--- src/rtl/alu_arbiter_ctrl.sv ---
// Round-robin front end that shares one 4-bit ALU between two requesters and returns a registered result.
// Optional build macro CARRY_CHAIN_EN adds a per-requester carry register for chained multi-word arithmetic.
module alu_arbiter_ctrl #(
  parameter int DEFAULT_PRIO  = 0,
  parameter int SETTLE_CYCLES = 1
) (
  input  logic       clk,
  input  logic       rst_n,
  input  logic       req0_i,
  input  logic       req1_i,
  input  logic [3:0] a0_i,
  input  logic [3:0] a1_i,
  input  logic [3:0] b0_i,
  input  logic [3:0] b1_i,
  input  logic [2:0] s0_i,
  input  logic [2:0] s1_i,
  input  logic       xin0_i,
  input  logic       xin1_i,
  input  logic       usec0_i,
  input  logic       usec1_i,
  output logic       gnt0_o,
  output logic       gnt1_o,
  output logic       rvalid_o,
  input  logic       rready_i,
  output logic       rid_o,
  output logic [3:0] rf_o,
  output logic       rz_o,
  output logic       rv_o,
  output logic       rc_o,
  output logic       busy_o,
  output logic [3:0] alu_a_o,
  output logic [3:0] alu_b_o,
  output logic [2:0] alu_s_o,
  output logic       alu_xin_o,
  input  logic [3:0] alu_f_i,
  input  logic       alu_z_i,
  input  logic       alu_v_i,
  input  logic       alu_c_i
);

  typedef enum logic [1:0] {
    IDLE = 2'd0,
    PREP = 2'd1,
    EXEC = 2'd2,
    RESP = 2'd3
  } state_t;

  localparam logic [1:0] LAST_CNT = 2'(SETTLE_CYCLES - 1);
  localparam logic       PRIO_RST = 1'(DEFAULT_PRIO);

  state_t     state_q, state_d;
  logic       ptr_q, ptr_d;
  logic [2:0] sLat_q, sLat_d;
  logic       id_q, id_d;
  logic [1:0] cnt_q, cnt_d;
  logic [3:0] aluA_q, aluA_d;
  logic [3:0] aluB_q, aluB_d;
  logic [2:0] aluS_q, aluS_d;
  logic       aluXin_q, aluXin_d;
  logic [3:0] rf_q, rf_d;
  logic       rz_q, rz_d;
  logic       rv_q, rv_d;
  logic       rc_q, rc_d;
  logic       rid_q, rid_d;

  logic       winValid;
  logic       winId;
  logic [3:0] selA;
  logic [3:0] selB;
  logic [2:0] selS;
  logic       selXin;

  // Winner decode: contention goes to the pointer, a lone request wins outright.
  always_comb begin
    winValid = req0_i | req1_i;
    winId    = (req0_i & req1_i) ? ptr_q : req1_i;
    selA     = winId ? a1_i : a0_i;
    selB     = winId ? b1_i : b0_i;
    selS     = winId ? s1_i : s0_i;
  end

`ifdef CARRY_CHAIN_EN
  logic carry0_q, carry0_d;
  logic carry1_q, carry1_d;

  assign selXin = winId ? (usec1_i ? carry1_q : xin1_i)
                        : (usec0_i ? carry0_q : xin0_i);
`else
  logic unused_usec;

  assign unused_usec = usec0_i ^ usec1_i;
  assign selXin      = winId ? xin1_i : xin0_i;
`endif

  always_comb begin
    state_d  = state_q;
    ptr_d    = ptr_q;
    sLat_d   = sLat_q;
    id_d     = id_q;
    cnt_d    = cnt_q;
    aluA_d   = aluA_q;
    aluB_d   = aluB_q;
    aluS_d   = aluS_q;
    aluXin_d = aluXin_q;
    rf_d     = rf_q;
    rz_d     = rz_q;
    rv_d     = rv_q;
    rc_d     = rc_q;
    rid_d    = rid_q;
    gnt0_o   = 1'b0;
    gnt1_o   = 1'b0;
`ifdef CARRY_CHAIN_EN
    carry0_d = carry0_q;
    carry1_d = carry1_q;
`endif

    unique case (state_q)
      IDLE: begin
        if (winValid) begin
          gnt0_o   = ~winId;
          gnt1_o   = winId;
          aluA_d   = selA;
          aluB_d   = selB;
          aluXin_d = selXin;
          // Inverted op during PREP guarantees ALU_S toggles so the ALU re-evaluates.
          aluS_d   = ~selS;
          sLat_d   = selS;
          id_d     = winId;
          ptr_d    = ~winId;
          state_d  = PREP;
        end
      end
      PREP: begin
        aluS_d  = sLat_q;
        cnt_d   = 2'd0;
        state_d = EXEC;
      end
      EXEC: begin
        if (cnt_q == LAST_CNT) begin
          rf_d    = alu_f_i;
          rz_d    = alu_z_i;
          rv_d    = alu_v_i;
          rc_d    = alu_c_i;
          rid_d   = id_q;
          state_d = RESP;
`ifdef CARRY_CHAIN_EN
          if (id_q) carry1_d = alu_c_i;
          else      carry0_d = alu_c_i;
`endif
        end else begin
          cnt_d = cnt_q + 2'd1;
        end
      end
      RESP: begin
        if (rready_i) state_d = IDLE;
      end
      default: state_d = IDLE;
    endcase
  end

  // Reset abandons any in-flight op and parks the ALU drive at zero.
  always_ff @(posedge clk or negedge rst_n) begin
    if (!rst_n) begin
      state_q  <= IDLE;
      ptr_q    <= PRIO_RST;
      sLat_q   <= 3'd0;
      id_q     <= 1'b0;
      cnt_q    <= 2'd0;
      aluA_q   <= 4'd0;
      aluB_q   <= 4'd0;
      aluS_q   <= 3'd0;
      aluXin_q <= 1'b0;
      rf_q     <= 4'd0;
      rz_q     <= 1'b0;
      rv_q     <= 1'b0;
      rc_q     <= 1'b0;
      rid_q    <= 1'b0;
    end else begin
      state_q  <= state_d;
      ptr_q    <= ptr_d;
      sLat_q   <= sLat_d;
      id_q     <= id_d;
      cnt_q    <= cnt_d;
      aluA_q   <= aluA_d;
      aluB_q   <= aluB_d;
      aluS_q   <= aluS_d;
      aluXin_q <= aluXin_d;
      rf_q     <= rf_d;
      rz_q     <= rz_d;
      rv_q     <= rv_d;
      rc_q     <= rc_d;
      rid_q    <= rid_d;
    end
  end

`ifdef CARRY_CHAIN_EN
  always_ff @(posedge clk or negedge rst_n) begin
    if (!rst_n) begin
      carry0_q <= 1'b0;
      carry1_q <= 1'b0;
    end else begin
      carry0_q <= carry0_d;
      carry1_q <= carry1_d;
    end
  end
`endif

  assign rvalid_o  = (state_q == RESP);
  assign busy_o    = (state_q != IDLE);
  assign rid_o     = rid_q;
  assign rf_o      = rf_q;
  assign rz_o      = rz_q;
  assign rv_o      = rv_q;
  assign rc_o      = rc_q;
  assign alu_a_o   = aluA_q;
  assign alu_b_o   = aluB_q;
  assign alu_s_o   = aluS_q;
  assign alu_xin_o = aluXin_q;

endmodule

--- config.mk ---
export PLATFORM = sky130hd
export DESIGN_NAME = alu_arbiter_ctrl
export DESIGN_NICKNAME = d
export VERILOG_FILES = /design/src/rtl/alu_arbiter_ctrl.sv
export SDC_FILE = /design/constraint.sdc
export NUM_CORES = 1
export LEC_CHECK = 0
export CAP_MARGIN = 25
export CELL_PAD_IN_SITES_DETAIL_PLACEMENT = 1
export CELL_PAD_IN_SITES_GLOBAL_PLACEMENT = 1
export CORE_ASPECT_RATIO = 0.8
export CORE_MARGIN = 4
export CORE_UTILIZATION = 30
export DETAILED_ROUTE_END_ITERATION = 8
export GPL_TIMING_DRIVEN = 1
export PLACE_DENSITY_LB_ADDON = 0.1
export SYNTH_ARGS = -nofsm -noshare
export SYNTH_HDL_FRONTEND = slang
export SYNTH_SLANG_ARGS = --single-unit
--- constraint.sdc ---
create_clock -name clk -period 2.1 [get_ports clk]
set_clock_uncertainty 0.15 [all_clocks]
set_input_delay 0.42 -clock clk [delete_from_list [all_inputs] [get_ports clk]]
set_output_delay 0.42 -clock clk [all_outputs]
set_load 0.05 [all_outputs]
==> results.py <==
metrics = {
    "timing": {
        "finalMaxSlewViolations": 0,
        "period_minus_slack_ps": 2020,
        "worst_slew_pin_slew_ps": 519,
        "timing.slew.headroom": 0.653,
        "hold_viol_final": 0,
        "fmax_mhz": 495,
        "finalSetupViolations": 0,
        "fin_crit_sh": 0.963,
        "holdWs_ps": 323,
        "rsz0062_at_grt": "false",
        "setup_ws_ps": 78.4,
    },
    "pwr": {
        "sw_frac_of_total": 0.458,
        "power_per_cell_area_nw_per_um2": 1690,
        "power_frac_comb": 0.597,
        "p_sw_uw": 1680,
        "p_seq_frac": 0.267,
        "pwr-share-clk": 0.136,
        "p_int_uw": 1990,
        "leakage_uw": 0.00101,
        "ir_drop_mv": 0.751,
    },
    "routing": {
        "post_drt_via_cell_ratio": 4.71,
        "vias": 1135,
        "drt-total-wl_mm": 3.61,
        "drt_iter0_drc": 30,
        "routedWlPerCell_um": 15.0,
        "drt_first_pass_iters": 4,
        "drc": 0,
        "drtAntennaViolNets": 0,
    },
    "floorplanning": {
        "start_util": 0.315,
        "num_rows": 21,
        "die_w_um": 82.7,
        "die_y_um": 67.8,
        "core_area_sq_um": 4260,
        "io_pins": 62,
        "die_area_sq_um": 5600,
    },
    "synth": {
        "synth-edff-count": 0,
        "synth-seq-area-share": 0.542,
        "synth_ff_type": "dfrtp_1",
        "yosys_warnings": 0,
        "syn_area_sq_um": 1340,
        "yosys.cell_types.count": 23,
        "syn_area_per_cell_sq_um": 11.8,
        "netlist_instances": 113,
        "synth_fp_nets": 156,
        "ys_ff_latch": 29,
        "synth-async-reset-ratio": 1.00,
    },
    "place": {
        "io_buffers": 59,
        "hpwlAfterDp_mm": 2.85,
        "dp_cells": 232,
        "place.gp.congestion": 0.727,
        "dp_slack_ps": -83.0,
    },
    "worst_setup_path": {
        "worstPathMaxFanout": 7,
        "slowest_stage": "dfrtp_1",
        "start_kind": "register",
        "r2r_slack_ps": 170,
        "rr_startpoint": "state_q[0]",
        "reg2reg_depth": 5,
        "cp.required_ps": 1530,
        "cp_cell_sequence": "inv_1 -> ha_4 -> inv_1 -> nor2_2 -> buf_6",
        "path_buf_inv": 3,
        "worst-setup-path-type": "reg -> out",
        "cp_common_cell": "inv_1",
        "cp_top_family": "flip-flops",
        "regToRegEndpoint": "state_q[1]",
        "cp.arrival_ps": 1450,
        "slowest_delay_ps": 410,
        "end_kind": "primary output",
    },
    "clocking": {
        "cts_root_buf": "clkbuf_8",
        "cts_tree": "done",
        "htreeDepth": 2,
        "clk_path_buf_depth": 2,
        "clk_latency_ps": 270,
        "clock_sinks": 29,
        "clk_pin_slew_worst_paths_ps": 60,
        "cts_buffers": 5,
        "ctsHoldBuffers": 0,
    },
    "final_layout": {
        "fillerInstances": 463,
        "multi_input_area_sq_um": 598,
        "regArea_sq_um": 726,
        "drive_above_1_share": 0.250,
        "syn2layout_area_growth_pct": 62.3,
        "nets": 226,
        "stdcell_count": 241,
        "antennaDiodeCount": 0,
    },
    "global_route": {
        "grt_pass1_wl_mm": 5.80,
        "grt_pass1_vias": 1228,
        "gr-total-overflow": 0,
        "antenna_found_initial": 0,
        "grt_max_degree": 30,
        "grt.total_usage": 0.140,
    },
    "flow_run": {
        "drv_cap": 0,
    },
    "hold_path": {
        "hold_path_class": "in -> reg",
        "holdPathEnd": "ptr_q",
        "holdPathStages": 2,
        "hp-start": "req1_i",
    },
    "outcome": {
        "status": "complete, no violations",
    },
}
area by class of cell:
type,instances,share of cell area
sequential,29,0.334
timing repair buffer,66,0.301
multi-input combinational,75,0.275
clock buffer,7,0.0443
tap,57,0.0328
inverter,6,0.0104
clock inverter,1,0.00230
worst max-delay path by stage:
stage                      end  startpoint  slack (ps)  cells after the start
floorplan               gnt1_o  state_q[0]          20                      4
global placement        gnt0_o      req0_i         -20                      5
detailed placement  alu_a_o[0]      req0_i         -80                      7
CTS                     gnt1_o      req1_i         0.5                      5
global route            gnt0_o  state_q[0]         0.3                      5
finish                  gnt1_o  state_q[0]          80                      5
logic make-up after synthesis:
kind of cell	share of synthesized area
DFF	0.542
and+or+nand+nor	0.0897
adders and majority gates	0.0467
muxes	0.177
buffers and inverters	0.0280
AOI/OAI and AO/OA	0.117
worst register-to-register path, delay by kind of cell (launching register included):
| family | cells | cell delay, ps |
|---|---|---|
| adders and majority gates | 1 | 190 |
| DFF | 1 | 410 |
| buffers and inverters | 1 | 130 |
| and+or+nand+nor | 2 | 630 |
| muxes | 1 | 300 |
state kept, by name, summed over array words and instances, names as in the netlist:
signal,cells
alu_a_o,4
alu_b_o,4
alu_s_o,3
alu_xin_o,1
cnt_q,2
id_q,1
ptr_q,1
rc_o,1
rf_o,4
rid_o,1
rv_o,1
rz_o,1
sLat_q,3
state_q,2
power groups by stage:
stage	combinational (uW)	clock, uW	sequential (uW)
after CTS	2210	518	980
after floorplan	742	0	1630
after global placement	2100	0	963
final	2190	499	979
after global routing	2340	552	1010
after detailed placement	2160	0	990
stage by stage:
stage	util	setup TNS [ps]	total power (uW)	cell area (sq um)
after global routing	0.511	0	3900	2170
final	0.511	0	3670	2170
after global placement	0.479	-32.6	3070	2040
after CTS	0.510	0	3710	2170
after floorplan	-	0	2370	1340
after detailed placement	0.479	-269	3150	2040
synthesized netlist by cell type, types with 2 or more instances:
cell / count / share of area
dfrtp_1: 29 / 0.54
inv_1: 6 / 0.017
nand2_1: 13 / 0.036
and3_2: 3 / 0.017
mux2_2: 9 / 0.076
o21ai_0: 13 / 0.049
ha_1: 5 / 0.047
nor2b_1: 3 / 0.014
clkbuf_1: 2 / 0.0056
mux2i_1: 12 / 0.090
nor2_1: 3 / 0.0084
a221o_1: 3 / 0.022
o21ai_2: 2 / 0.013
what timing repair did:
item	4_1_cts	5_1_grt
gates resized for setup	6	2
pin swaps	1	0
endpoints found under the setup margin	2	2
setup buffers	1	0
layer usage:
layer / routed length [um] / vias up / GRT usage
li1: - / 540 / -
met1: 1530 / 550 / 0.168
met2: 1750 / 39 / 0.234
met3: 275 / 6 / 0.0440
met4: 45 / 0 / 0.0551
met5: 0 / - / 0
cell usage in the layout, fill, tap and decap left out, types with 3 or more instances in the layout:
cell	synthesis	final
dfrtp_1	29	29
buf_4	1	12
nand2_1	13	13
inv_1	6	5
ha_1	5	4
clkdlybuf4s50_1	0	48
and3_2	3	3
clkbuf_8	0	7
mux2i_1	12	12
mux2_2	9	9
o21ai_0	13	13
a221o_1	3	3
Power figures use the tool's default switching activity.
